### src/rtl/run_detector_pkg.sv
// Shared definitions for the serial run detector: mode encodings and the
// polarity-enable decode used by both the output and the hit pulse.
package run_detector_pkg;

  // Polarity enable: which run polarities are reported.
  typedef enum logic [1:0] {
    MODE_OFF  = 2'b00,
    MODE_ZERO = 2'b01,
    MODE_ONE  = 2'b10,
    MODE_BOTH = 2'b11
  } mode_e;

  // True when the given mode reports runs of polarity b.
  function automatic logic mode_enables(input logic [1:0] m, input logic b);
    mode_e md;
    md = mode_e'(m);
    if (md == MODE_BOTH) begin
      return 1'b1;
    end
    if (b) begin
      return md == MODE_ONE;
    end
    return md == MODE_ZERO;
  endfunction

endpackage

### src/rtl/sat_counter.sv
// Saturating up-counter with synchronous clear and load.
// Priority: rst > clr > load > inc. Counting stops at MAX.
module sat_counter #(
  parameter int           W   = 8,
  parameter logic [W-1:0] MAX = {W{1'b1}}
) (
  input  logic         clk,
  input  logic         rst,
  input  logic         clr,
  input  logic         load,
  input  logic [W-1:0] load_val,
  input  logic         inc,
  output logic [W-1:0] cnt
);

  // Count register: clear/load override a saturating increment.
  always_ff @(posedge clk) begin
    if (rst) begin
      cnt <= '0;
    end else if (clr) begin
      cnt <= '0;
    end else if (load) begin
      cnt <= load_val;
    end else if (inc && (cnt != MAX)) begin
      cnt <= cnt + W'(1);
    end
  end

endmodule

### src/rtl/run_detector.sv
// Serial run detector: reports RUN_LEN consecutive identical valid bits of
// the polarities enabled by mode, with optional overlapping detection and a
// saturating count of completed runs.
module run_detector
  import run_detector_pkg::*;
#(
  parameter int RUN_LEN = 4,
  parameter int CNT_W   = 8
) (
  input  logic             clk,
  input  logic             reset,
  input  logic             in_valid,
  input  logic             in,
  input  logic [1:0]       mode,
  input  logic             overlap,
  input  logic             clear_cnt,
  output logic             out,
  output logic             out_bit,
  output logic             hit_pulse,
  output logic [CNT_W-1:0] hit_count
);

  localparam int               RUN_W   = $clog2(RUN_LEN + 1);
  localparam logic [RUN_W-1:0] RUN_MAX = RUN_W'(RUN_LEN);
  localparam logic [RUN_W-1:0] RUN_PRE = RUN_W'(RUN_LEN - 1);
  localparam logic [RUN_W-1:0] RUN_ONE = RUN_W'(1);

  logic             started;
  logic             last_bit;
  logic [RUN_W-1:0] run;

  logic same_bit;
  logic run_full;
  logic new_run;
  logic run_load;
  logic run_inc;
  logic pulse_d;

  // Next-state decode for the run tracker and the hit pulse.
  always_comb begin
    same_bit = started && (in == last_bit);
    run_full = (run == RUN_MAX);
    new_run  = in_valid && !same_bit;
    // Non-overlapping mode restarts counting on the bit after a full run.
    run_load = new_run || (in_valid && same_bit && run_full && !overlap);
    run_inc  = in_valid && same_bit && !run_full;
    // Pulse only on the sample that completes a run; a held full run in
    // overlap mode never re-enters RUN_PRE, so it cannot re-pulse.
    pulse_d  = in_valid && same_bit && (run == RUN_PRE) && mode_enables(mode, in);
  end

  // Control state: started flag, run polarity and the registered hit pulse.
  always_ff @(posedge clk) begin
    if (reset) begin
      started   <= 1'b0;
      last_bit  <= 1'b0;
      hit_pulse <= 1'b0;
    end else begin
      hit_pulse <= pulse_d;
      if (new_run) begin
        started  <= 1'b1;
        last_bit <= in;
      end
    end
  end

  sat_counter #(
    .W   (RUN_W),
    .MAX (RUN_MAX)
  ) u_run_cnt (
    .clk      (clk),
    .rst      (reset),
    .clr      (1'b0),
    .load     (run_load),
    .load_val (RUN_ONE),
    .inc      (run_inc),
    .cnt      (run)
  );

  sat_counter #(
    .W   (CNT_W),
    .MAX ({CNT_W{1'b1}})
  ) u_hit_cnt (
    .clk      (clk),
    .rst      (reset),
    .clr      (clear_cnt),
    .load     (1'b0),
    .load_val ({CNT_W{1'b0}}),
    .inc      (hit_pulse),
    .cnt      (hit_count)
  );

  // Moore outputs: registered state decoded with the live mode only.
  assign out     = started && run_full && mode_enables(mode, last_bit);
  assign out_bit = last_bit;

endmodule

### config.mk
export PLATFORM = sky130hd
export DESIGN_NAME = run_detector
export DESIGN_NICKNAME = d
export VERILOG_FILES = /design/src/rtl/run_detector_pkg.sv /design/src/rtl/sat_counter.sv /design/src/rtl/run_detector.sv
export SDC_FILE = /design/constraint.sdc
export NUM_CORES = 1
export LEC_CHECK = 0
export ABC_AREA = 1
export BUFFER_PORTS_ARGS = -buffer_cell sky130_fd_sc_hd__buf_2
export CORE_MARGIN = 2
export CORE_UTILIZATION = 54
export CTS_CLUSTER_DIAMETER = 120
export DETAILED_ROUTE_END_ITERATION = 10
export GPL_TIMING_DRIVEN = 1
export PLACE_DENSITY_LB_ADDON = 0.15
export SYNTH_ARGS = -nofsm -noshare
export SYNTH_HDL_FRONTEND = slang
export SYNTH_SLANG_ARGS = --single-unit
### constraint.sdc
create_clock -name clk -period 2 [get_ports clk]
set_clock_uncertainty 0.05 [all_clocks]
set_input_delay 0.4 -clock clk [delete_from_list [all_inputs] [get_ports clk]]
set_output_delay 0.4 -clock clk [all_outputs]
set_load 0.03 [all_outputs]
==> flow_summary_export.csv <==
group,metric,value,unit
worst_setup_path,critPathArrivalTime,1.45,ns
routing,num_vias,745,
grt,overflow,0,
floorplanning,dieWidth,41.8,µm
synthesis,synth_top_area_cell,"dfxtp_1",
pwr,power.leakage,0.000424,µW
routing,routedWlPerCell,11.4,µm
placed_design,io_buffers,18,
routing,drt_iter0_drc,17,
floorplanning,die_area,1750,µm²
cts,cts.clk_slew.worst_paths,0.09,ns
placed_design,hpwlAfterDp,1.29,mm
synthesis,yosysSeqAreaShare,36.3,%
floorplanning,ios,19,
grt,track_usage,19.3,%
synthesis,synth_top_area_share,36.3,%
cts,cts_buffers,3,
grt,grt_pass1_vias,666,
hold_path,worstHoldPathCells,2,
floorplanning,initial_core_util,58.6,%
final_layout,n_antenna_cell,0,
synthesis,synthDistinctLibCells,21,
floorplanning,core-area,1320,µm²
cts,clock_latency,0.29,ns
synthesis,syn-instance-count,107,
grt,grt_pass1_wl,2.53,mm
synthesis,postSynthAreaPerCell,7.21,µm²
final_layout,area_delta_synth_final,21.9,%
routing,routed_wl,1.65,mm
final_layout,drive_gt1_share,30.2,%
routing,wirelength_met1,660,µm
cts,clkSinkCount,14,
routing,dr_wl_met2,904,µm
pwr,peakVddDrop,477,µV
sta,fin_tns_setup,0,ns
worst_setup_path,crit_path_end_kind,"output port",
worst_setup_path,start_kind,"flip-flop",
pwr,powerDensity,588,nW/µm²
routing,route.detailed.drc,0,
cts,cts_tree,"built",
routing,vias_per_cell,5.17,
routing,ant_nets,0,
routing,wl_met3,71,µm
placed_design,gp_congestion,0.832,
cts,cts_buffer_depth,2,
sta,holdWs,0.284,ns
worst_setup_path,r2r.worst_path.cells,8,
outcome,outcome,"completed",
sta,period_share,94.9,%
sta,final-setup-viol-count,0,
cts,post_cts_buffers,0,
sta,worst_slew_pin_slew,0.487,ns
floorplanning,num_rows,13,
worst_setup_path,cp_max_fo,4,
sta,max_freq,527,MHz
worst_setup_path,crit_type,"reg2out",
synthesis,syn_area,772,µm²
job,drv_cap,0,
sta,slew_viol_final,0,
synthesis,ys_warn_count,0,
final_layout,fillerInstances,107,
grt,grt_antenna_before_repair,0,
floorplanning,die_h,41.8,µm
routing,highest_layer,"met4",
sta,finalHoldViolCount,0,
worst_setup_path,required,1.55,ns
final_layout,nNetsFinal,142,
cts,cts.htree.levels,1,
sta,rsz0062_at_grt,"no",
synthesis,synth_nets,119,
grt,grt_max_degree,9,
sta,max-slew-margin-rel,67.4,%
sta,period_minus_slack,1.90,ns
synthesis,synth_seq_cells,14,
cts,root_buffer,"clkbuf_4",
synthesis,ys_top_cells_by_area,"dfxtp_1 (36%), nand2_1 (11%), ha_1 (6.5%), inv_1 (6.3%), nor2_1 (5.8%)",
routing,drt-pass1-iter-count,4,
hold_path,hp-class,"in2reg",
## cells by family (layout without fill, tap and decap cells)
family | count (synthesis) | in the layout | share of synthesized area, %
simple gates | 57 | 57 | 37.3
fa+ha+maj | 4 | 4 | 6.48
compound gates | 16 | 16 | 11.5
buf+inv | 15 | 37 | 7.29
flops | 14 | 14 | 36.3
xor+xnor | 1 | 1 | 1.13
## stage by stage
stage	area [µm²]	setup slack [ns]	std cells	total power, µW	utilization (%)
4_1_cts	923	0.0524	144	557	70.1
5_1_grt	941	0.00919	144	580	71.4
6_report	941	0.102	144	554	71.4
3_3_place_gp	887	0.416	140	346	67.3
3_5_place_dp	887	0.379	140	349	67.3
2_1_floorplan	778	0.205	107	329	-
## flip-flops by register name, summed over array words and instances, names as in the netlist
| signal | flops |
|---|---|
| out_bit | 1 |
| hit_pulse | 1 |
| started | 1 |
| u_hit_cnt.cnt | 8 |
| u_run_cnt.cnt | 3 |
## routing by layer
layer / track usage (%) / up-vias
li1: - / 390
met1: 16.9 / 341
met4: 5.81 / 0
met2: 38.8 / 12
met3: 7.83 / 2
met5: 0 / -
## power breakdown
group / switching [µW] / internal (µW) / leakage (µW)
clock network: 96.4 / 111 / 0.0000210
registers: 6.17 / 284 / 0.000114
logic: 36.5 / 19.3 / 0.000290
total: 139 / 415 / 0.000424
## worst paths after layout
kind	slack, ns	to	startpoint
worst max-delay path	0.10	out	u_run_cnt.cnt[0]$_SDFFE_PP0P_
worst max register to register	0.58	u_hit_cnt.cnt[7]$_SDFFE_PP0P_	u_hit_cnt.cnt[1]$_SDFFE_PP0P_
worst min register to register	0.45	u_hit_cnt.cnt[0]$_SDFFE_PP0P_	u_hit_cnt.cnt[0]$_SDFFE_PP0P_
worst min-delay path	0.28	hit_pulse$_SDFF_PP0_	reset
## worst max-delay path: stages (launching register included)
cell and delay [ns]:
dfxtp_1 0.33, inv_1 0.08, ha_1 0.16, nand2_2 0.10, a2111oi_4 0.28, buf_4 0.21
## synth_stat cells, drive strengths merged
master,n
a31oi,1
nor4,1
inv,15
nand4,3
dfxtp,14
o21ai,6
nor2,17
a21oi,8
ha,4
xor2,1
nor3,2
nand3,6
a2111oi,1
nand2,28
## cells in the final DEF (no fill, tap or decap), types with 4 or more instances in the layout
cell | Yosys | routed
nand2_2 | 4 | 5
ha_1 | 4 | 4
nand2_1 | 22 | 21
dfxtp_1 | 14 | 14
o21ai_0 | 4 | 4
buf_2 | 0 | 17
inv_1 | 13 | 13
a21oi_1 | 7 | 7
nor2_1 | 12 | 12
nand3_1 | 6 | 6
## cell type report
type / count / area (µm²) / share of cell area, %
repair buffers: 18 / 92.6 / 9.84
clock buffers: 4 / 36.3 / 3.86
well taps: 15 / 18.8 / 1.99
multi-input cells: 78 / 457 / 48.5
inverters: 15 / 56.3 / 5.98
flip-flops and latches: 14 / 280 / 29.8
## repair_timing
action	in CTS	in global routing
resized for setup	0	3
endpoints found under the setup margin	0	1
hold buffers	0	0
Power figures use the tool's default switching activity.
